===== src/rtl/seq_divider_pkg.sv =====
// rtl/seq_divider_pkg.sv - shared types and constants for the iterative divider
package seq_divider_pkg;

    localparam int DEFAULT_WIDTH = 32;

    typedef enum logic [1:0] {
        ST_IDLE = 2'd0,
        ST_RUN  = 2'd1,
        ST_DONE = 2'd2
    } state_t;

    // Counter must hold the value WIDTH itself, hence one bit beyond log2.
    function automatic int count_width(input int width);
        return $clog2(width) + 1;
    endfunction

    localparam int DEFAULT_COUNT_W = count_width(DEFAULT_WIDTH);

endpackage


===== src/rtl/seq_divider_div_step.sv =====
// rtl/seq_divider_div_step.sv - one combinational restoring shift-subtract step
import seq_divider_pkg::*;

module seq_divider_div_step #(
    parameter int WIDTH = DEFAULT_WIDTH
) (
    input  logic [WIDTH:0]   s,
    input  logic [WIDTH-1:0] d,
    output logic [WIDTH-1:0] r_next,
    output logic             qbit
);

    logic [WIDTH:0] t;

    // Trial subtract; a clear borrow bit means the divisor fits and the
    // difference becomes the new partial remainder, otherwise restore S.
    // Either result is below the divisor, so WIDTH bits always suffice.
    always_comb begin
        t      = s - {1'b0, d};
        qbit   = ~t[WIDTH];
        r_next = qbit ? t[WIDTH-1:0] : s[WIDTH-1:0];
    end

endmodule


===== src/rtl/seq_divider.sv =====
// rtl/seq_divider.sv - iterative unsigned restoring divider with start/done handshake
import seq_divider_pkg::*;

module seq_divider #(
    parameter int WIDTH = DEFAULT_WIDTH
) (
    input  logic             clk,
    input  logic             reset,
    input  logic             start,
    input  logic [WIDTH-1:0] inputA,
    input  logic [WIDTH-1:0] inputB,
    output logic             busy,
    output logic             done,
    output logic [WIDTH-1:0] quotient,
    output logic [WIDTH-1:0] remainder,
    output logic             divzero
);

    localparam int CW = count_width(WIDTH);

    state_t           state;
    // Partial remainder is kept WIDTH bits wide: it is always below the
    // divisor, so the extra top bit of the textbook R register is always 0.
    logic [WIDTH-1:0] r;
    logic [WIDTH-1:0] q;
    logic [WIDTH-1:0] d;
    logic [CW-1:0]    count;

    logic [WIDTH:0]   s;
    logic [WIDTH-1:0] r_next;
    logic             qbit;
    logic [WIDTH-1:0] q_next;
    logic             last_iter;

    // Shift the next dividend bit into the remainder and form the next quotient.
    always_comb begin
        s         = {r, q[WIDTH-1]};
        q_next    = {q[WIDTH-2:0], qbit};
        last_iter = (count == CW'(WIDTH - 1));
    end

    seq_divider_div_step #(.WIDTH(WIDTH)) u_step (
        .s      (s),
        .d      (d),
        .r_next (r_next),
        .qbit   (qbit)
    );

    // Control FSM with datapath registers and registered handshake outputs.
    always_ff @(posedge clk) begin
        if (reset) begin
            state     <= ST_IDLE;
            r         <= '0;
            q         <= '0;
            d         <= '0;
            count     <= '0;
            busy      <= 1'b0;
            done      <= 1'b0;
            divzero   <= 1'b0;
            quotient  <= '0;
            remainder <= '0;
        end else begin
            case (state)
                ST_IDLE: begin
                    done <= 1'b0;
                    if (start) begin
                        if (inputB != '0) begin
                            r       <= '0;
                            q       <= inputA;
                            d       <= inputB;
                            count   <= '0;
                            divzero <= 1'b0;
                            busy    <= 1'b1;
                            state   <= ST_RUN;
                        end else begin
                            // Divide by zero skips iteration and answers at once.
                            quotient  <= '1;
                            remainder <= inputA;
                            divzero   <= 1'b1;
                            done      <= 1'b1;
                            state     <= ST_DONE;
                        end
                    end
                end
                ST_RUN: begin
                    r     <= r_next;
                    q     <= q_next;
                    count <= count + 1'b1;
                    if (last_iter) begin
                        quotient  <= q_next;
                        remainder <= r_next;
                        busy      <= 1'b0;
                        done      <= 1'b1;
                        state     <= ST_DONE;
                    end
                end
                ST_DONE: begin
                    done  <= 1'b0;
                    state <= ST_IDLE;
                end
                default: begin
                    busy  <= 1'b0;
                    done  <= 1'b0;
                    state <= ST_IDLE;
                end
            endcase
        end
    end

endmodule


===== config.mk =====
export PLATFORM = sky130hd
export DESIGN_NAME = seq_divider
export DESIGN_NICKNAME = d
export VERILOG_FILES = /design/src/rtl/seq_divider_pkg.sv /design/src/rtl/seq_divider_div_step.sv /design/src/rtl/seq_divider.sv
export SDC_FILE = /design/constraint.sdc
export NUM_CORES = 1
export LEC_CHECK = 0
export ABC_AREA = 0
export CAP_MARGIN = 20
export CORE_MARGIN = 3
export CORE_UTILIZATION = 40
export DETAILED_ROUTE_END_ITERATION = 16
export PLACE_DENSITY = 0.6
export SYNTH_ARGS = -nofsm -noshare
export SYNTH_HDL_FRONTEND = slang
export SYNTH_HIERARCHICAL = 1
export SYNTH_SLANG_ARGS = --single-unit

===== constraint.sdc =====
create_clock -name clk -period 4.9 [get_ports clk]
set_input_delay 0.98 -clock clk [delete_from_list [all_inputs] [get_ports clk]]
set_output_delay 0.98 -clock clk [all_outputs]
set_load 0.01 [all_outputs]

; ---- Word level (Yosys, flattened, before mapping)
; Cells that the tools add are included.
; Widths: inputs -> output; s select.
[totals]
regBits = 171
input_bits = 67
out_inout_bits = 67
[op_classes]
addsub = 2
n_eq_ne = 7
mux = 30
bitwise = 2
n_reduce_logical = 9
[ops]
columns = operator, n
row1 = $mux 32, 11
row2 = $pmux 32 s2, 4
row3 = $sub 33x32->33, 1
row4 = $reduce_bool 32->1, 1
row5 = $mux 6, 2
row6 = $pmux 6 s2, 1
row7 = $ne 2x2->1 const B, 4
row8 = $reduce_and 4->1, 2
row9 = $add 6x1->6 const B, 1
row10 = $eq 6x5->1 const B, 1
row11 = $mux 1, 6
row12 = $mux 2, 3
row13 = $reduce_and 3->1, 2
row14 = $pmux 2 s2, 1
row15 = $reduce_and 2->1, 2
row16 = $pmux 1 s3, 1
row17 = $eq 2x1->1 const B, 1
row18 = $eq 2x2->1 const B, 1
row19 = $logic_not 2->1, 1
row20 = $not 1->1, 2
row21 = $pmux 1 s2, 1
row22 = $reduce_bool 2->1, 1

; ---- Longest topological paths before layout
[logic_depth]
depth_word = 4
depth_mapped = 18
mapped_depth_nobuf = 16

; ---- By module
; The synthesis kept the hierarchy.
[by_module_without_submodules]
columns = module, instances, cells_per_inst, area_per_inst_um2, seq_area_each_um2
row1 = seq_divider, 1, 681, 6666.4, 3423.3
row2 = seq_divider_div_step, 1, 305, 2358.5, 0.0

; ---- Worst setup path after synthesis
; No wires, ideal clock.
[synth_timing]
kind = flip-flop to flip-flop
startpoint = register q[31]
endpoint = register remainder[18]
t_arrival_ns = 3.415
t_required_ns = 4.766
slack_ns = 1.351
stages_incl_launch_ff = 19
path_buffers = 2
synth_period_minus_slack_ns = 3.549
cell_sequence = dfxtp_1 -> inv_1 -> ha_1 -> fa_1 -> and2b_2 -> o2111ai_2 -> a21oi_2 -> o2111ai_1 -> a211oi_2 -> nor2_4 -> mux2i_4 -> and2_4 -> buf_12 -> inv_8 -> buf_12 -> mux2_4 -> nand2_1 -> a21boi_0 -> a211oi_1
[synth_via]
elab_chain_len = 4
[synth_lines]
columns = item, line
row1 = start: declaration, seq_divider.sv:25  ; logic [WIDTH-1:0] q;
row2 = start signal: assignment, seq_divider.sv:69  ; q <= inputA;
row3 = start signal: assignment, seq_divider.sv:87  ; q <= q_next;
row4 = $sub 33x32->33, seq_divider_div_step.sv:19  ; t = s - {1'b0, d};
row5 = $mux 32, seq_divider_div_step.sv:21  ; r_next = qbit ? t[WIDTH-1:0] : s[WIDTH-1:0];
row6 = via r_next[18], seq_divider.sv:30  ; logic [WIDTH-1:0] r_next;
row7 = $mux 32, seq_divider.sv:89  ; if (last_iter) begin
row8 = $pmux 32 s2, seq_divider.sv:63  ; case (state)
row9 = end signal: assignment, seq_divider.sv:78  ; remainder <= inputA;
row10 = end signal: assignment, seq_divider.sv:91  ; remainder <= r_next;
row11 = end: declaration, seq_divider.sv:15  ; output logic [WIDTH-1:0] remainder,
; The timed path passes the listed nets, and every way through them passes these cells. The select of a mux whose other input is x is not followed.
; A chain may end at the register's enable or synchronous reset.

; ---- Worst setup path in the final report
[layout_timing]
startpoint = register q[31]
endpoint = register remainder[28]
; Same word-level chain as after synthesis.

==> metrics.cfg <==
[outcome]
status=completed

[worst_hold_path]
hold_path_end=done
min_path_type=reg2reg
worstHoldStart=done
hold_depth=2

[synthesis]
synthAdderAreaFrac_pct=4.80
ys_seq_area_share_pct=37.9
async_flop_share_pct=0
synth_largest_area_cell=dfxtp_1
yosys-top-cells-area=dfxtp_1 38%, mux2i_1 9.3%, a21oi_1 7.0%, ha_1 4.6%, o221a_1 3.5%
synth_compound_area_share_pct=23.5
yosysMostFrequentCell=dfxtp_1
synth-simple-area-share_pct=11.5
synth_nets=1087
synth.area.mux_share_pct=13.2
synth_top_family_by_area=compound AO/OA/AOI/OAI gates
ys_ff_latch=171
synth_edf_count=0
synth.distinct_cells=70
synthXorXnorAreaFrac_pct=2.81
synth_top_area_share_pct=37.9
syn_inst=986
ys_warn_count=6
syn_area_sq_mm=0.00902
synthFlopType=dfxtp_1
synth_common_cells=171 x dfxtp_1, 126 x a21oi_1, 84 x mux2i_1, 58 x nand2_1, 52 x o21ai_0
syn_avg_cell_area_sq_um=9.15

[pwr]
swShare_pct=36.1
clkPwrFrac_pct=28.7
powerDensity_mw_per_mm2=428
p_leak_nw=4.29
switchingPower_mw=1.70
seq_power_share_pct=32.8
p_int_mw=3.01
ir_worst_vdd_uv=211
comb_power_share_pct=38.5

[cells_and_area]
layout-drive-gt1-share_pct=8.72
regArea_sq_mm=0.00342
n_antenna_cell=0
fill_cells=2086
nNetsFinal=1177
area_growth_pct=22.0
multiInputGateArea_sq_mm=0.00506
final-instance-count-excl-fill=1369

[setup_path]
crit_fanout=25
r2r_slack_ps=870
r2r_end=remainder[28]
start_kind=flip-flop
worstPathArrival_ps=4330
r2r_start=q[31]
critical_path.startpoint=q[31]
r2r_cells=16
path_class=reg2reg
crit_path_end_kind=flip-flop
crit_required_ps=5200

[routing]
drtIter0Drc=489
drc=0
routed_wl_microns=24600
wl_per_cell_microns=18.0
antenna_left=0
dr.pass1.iters=5
vias=7588
routed_via_density=5.54

[timing]
setup_viol=0
rsz0062_at_grt=no
hold_viol=0
fmax_ghz=0.248
drv_slew=0
tns_ps=0
fin_worst_skew_ps=11.2
tightest_slew_ps=862
finalCriticalPeriod_ps=4030
slew-limit-headroom_pct=42.3
period_share_pct=82.2

[floorplanning]
rows=54
dieArea_sq_mm=0.0244
die_x_microns=156
io_pins=134
die_y_microns=156
fp.coreArea_sq_mm=0.0220
start_util_pct=41.0

[grt]
grt_pass1_wl_microns=39500
track_usage_pct=20.0
grt_remaining_overflow=0
grt_pass1_vias=7213
grt_max_degree=73
antenna_found_initial=0

[clock_network]
holdBufCountCts=0
postCtsSetupRepairBufs=0
cts_tree=yes
clkTransAtPathRegs_ps=70
htree_levels=4
cts_buffers=17
cts-resized-gates=0
root_buffer=clkbuf_16
clockBufferDepth=2
clkLatencyLatePin_ps=430
clock-sinks=171

[placement]
place_congestion=0.860
place_hpwl_microns=17300
placedCellCount=1337
io_buffers=133

[run]
cap_violations=0

[cell usage in the layout (no fill, tap or decap), types with 7 or more instances in the layout]
cell type	n
clkbuf_16	17
a211oi_1	36
o21ai_0	52
o221a_1	28
dfxtp_1	171
a21boi_0	14
inv_1	35
nor3_1	7
mux2i_1	84
buf_4	13
clkdlybuf4s50_1	132
xnor2_1	13
a21o_1	17
nand4_1	7
ha_1	33
nor4_1	9
nand2_1	57
o21a_1	8
a21oi_1	126
xor2_1	16
mux2_4	19
nand3_1	50
nor2_1	49
[power groups by stage]
stage	Sequential, mW	Clock [mW]	Combinational [mW]
after floorplan	1.55	0	1.48
after global placement	1.57	0	1.78
after detailed placement	1.57	0	1.79
after CTS	1.54	1.38	1.80
after global routing	1.56	1.44	1.98
final	1.54	1.35	1.81
[critical path: stages (launching register included)]
cell	delay, ps
dfxtp_1	360
inv_1	60
ha_1	200
fa_1	430
and2b_2	250
o2111ai_2	130
a21oi_2	230
o2111ai_1	240
a211oi_2	340
nor2_4	110
mux2i_4	370
and2_4	330
inv_8	140
mux2_4	320
nand2_1	100
a21boi_0	200
a211oi_1	110
[layout make-up]
type / instances / area share (%)
flip-flops and latches: 171 / 31.1
clock buffers: 18 / 3.99
clock inverters: 14 / 1.35
inverters: 37 / 1.33
multi-input cells: 703 / 46.0
repair buffers: 146 / 13.1
well taps: 280 / 3.18
[sequential cells by signal, summed over array words and instances (netlist names), 2 cells and up]
| signal | count |
|---|---|
| count | 6 |
| d | 32 |
| q | 32 |
| quotient | 32 |
| r | 32 |
| remainder | 32 |
| state | 2 |
[cell families (layout without fill, tap and decap cells)]
group | Yosys count | after routing
compound gates | 319 | 319
xor+xnor | 29 | 29
fa+ha+maj | 34 | 34
buf+inv | 112 | 215
flops | 171 | 171
mux | 108 | 108
simple gates | 213 | 213
[through the flow]
stage	util (%)	setup slack (ps)	power (mW)	hold slack, ps	instance area (sq um)
global route	50.0	579	4.97	514	11000
detailed placement	47.3	887	3.36	470	10400
finish	50.0	873	4.71	480	11000
global placement	47.3	924	3.36	456	10400
CTS	50.0	876	4.72	480	11000
floorplan	-	1350	3.03	447	9020
[how the worst max path moves through the flow]
stage                          to
global placement    remainder[26]
detailed placement  remainder[28]
global route        remainder[18]
finish              remainder[28]
floorplan           remainder[18]
CTS                 remainder[28]
[layer usage]
metal | routed length [microns] | vias to the layer above | GRT usage [%]
li1 | - | 3805 | -
met1 | 12800 | 3579 | 30.3
met4 | 390 | 0 | 5.75
met3 | 1040 | 24 | 3.47
met5 | 0 | - | 0
met2 | 10300 | 180 | 29.1
Note: power is estimated with default switching activity, not from simulation.
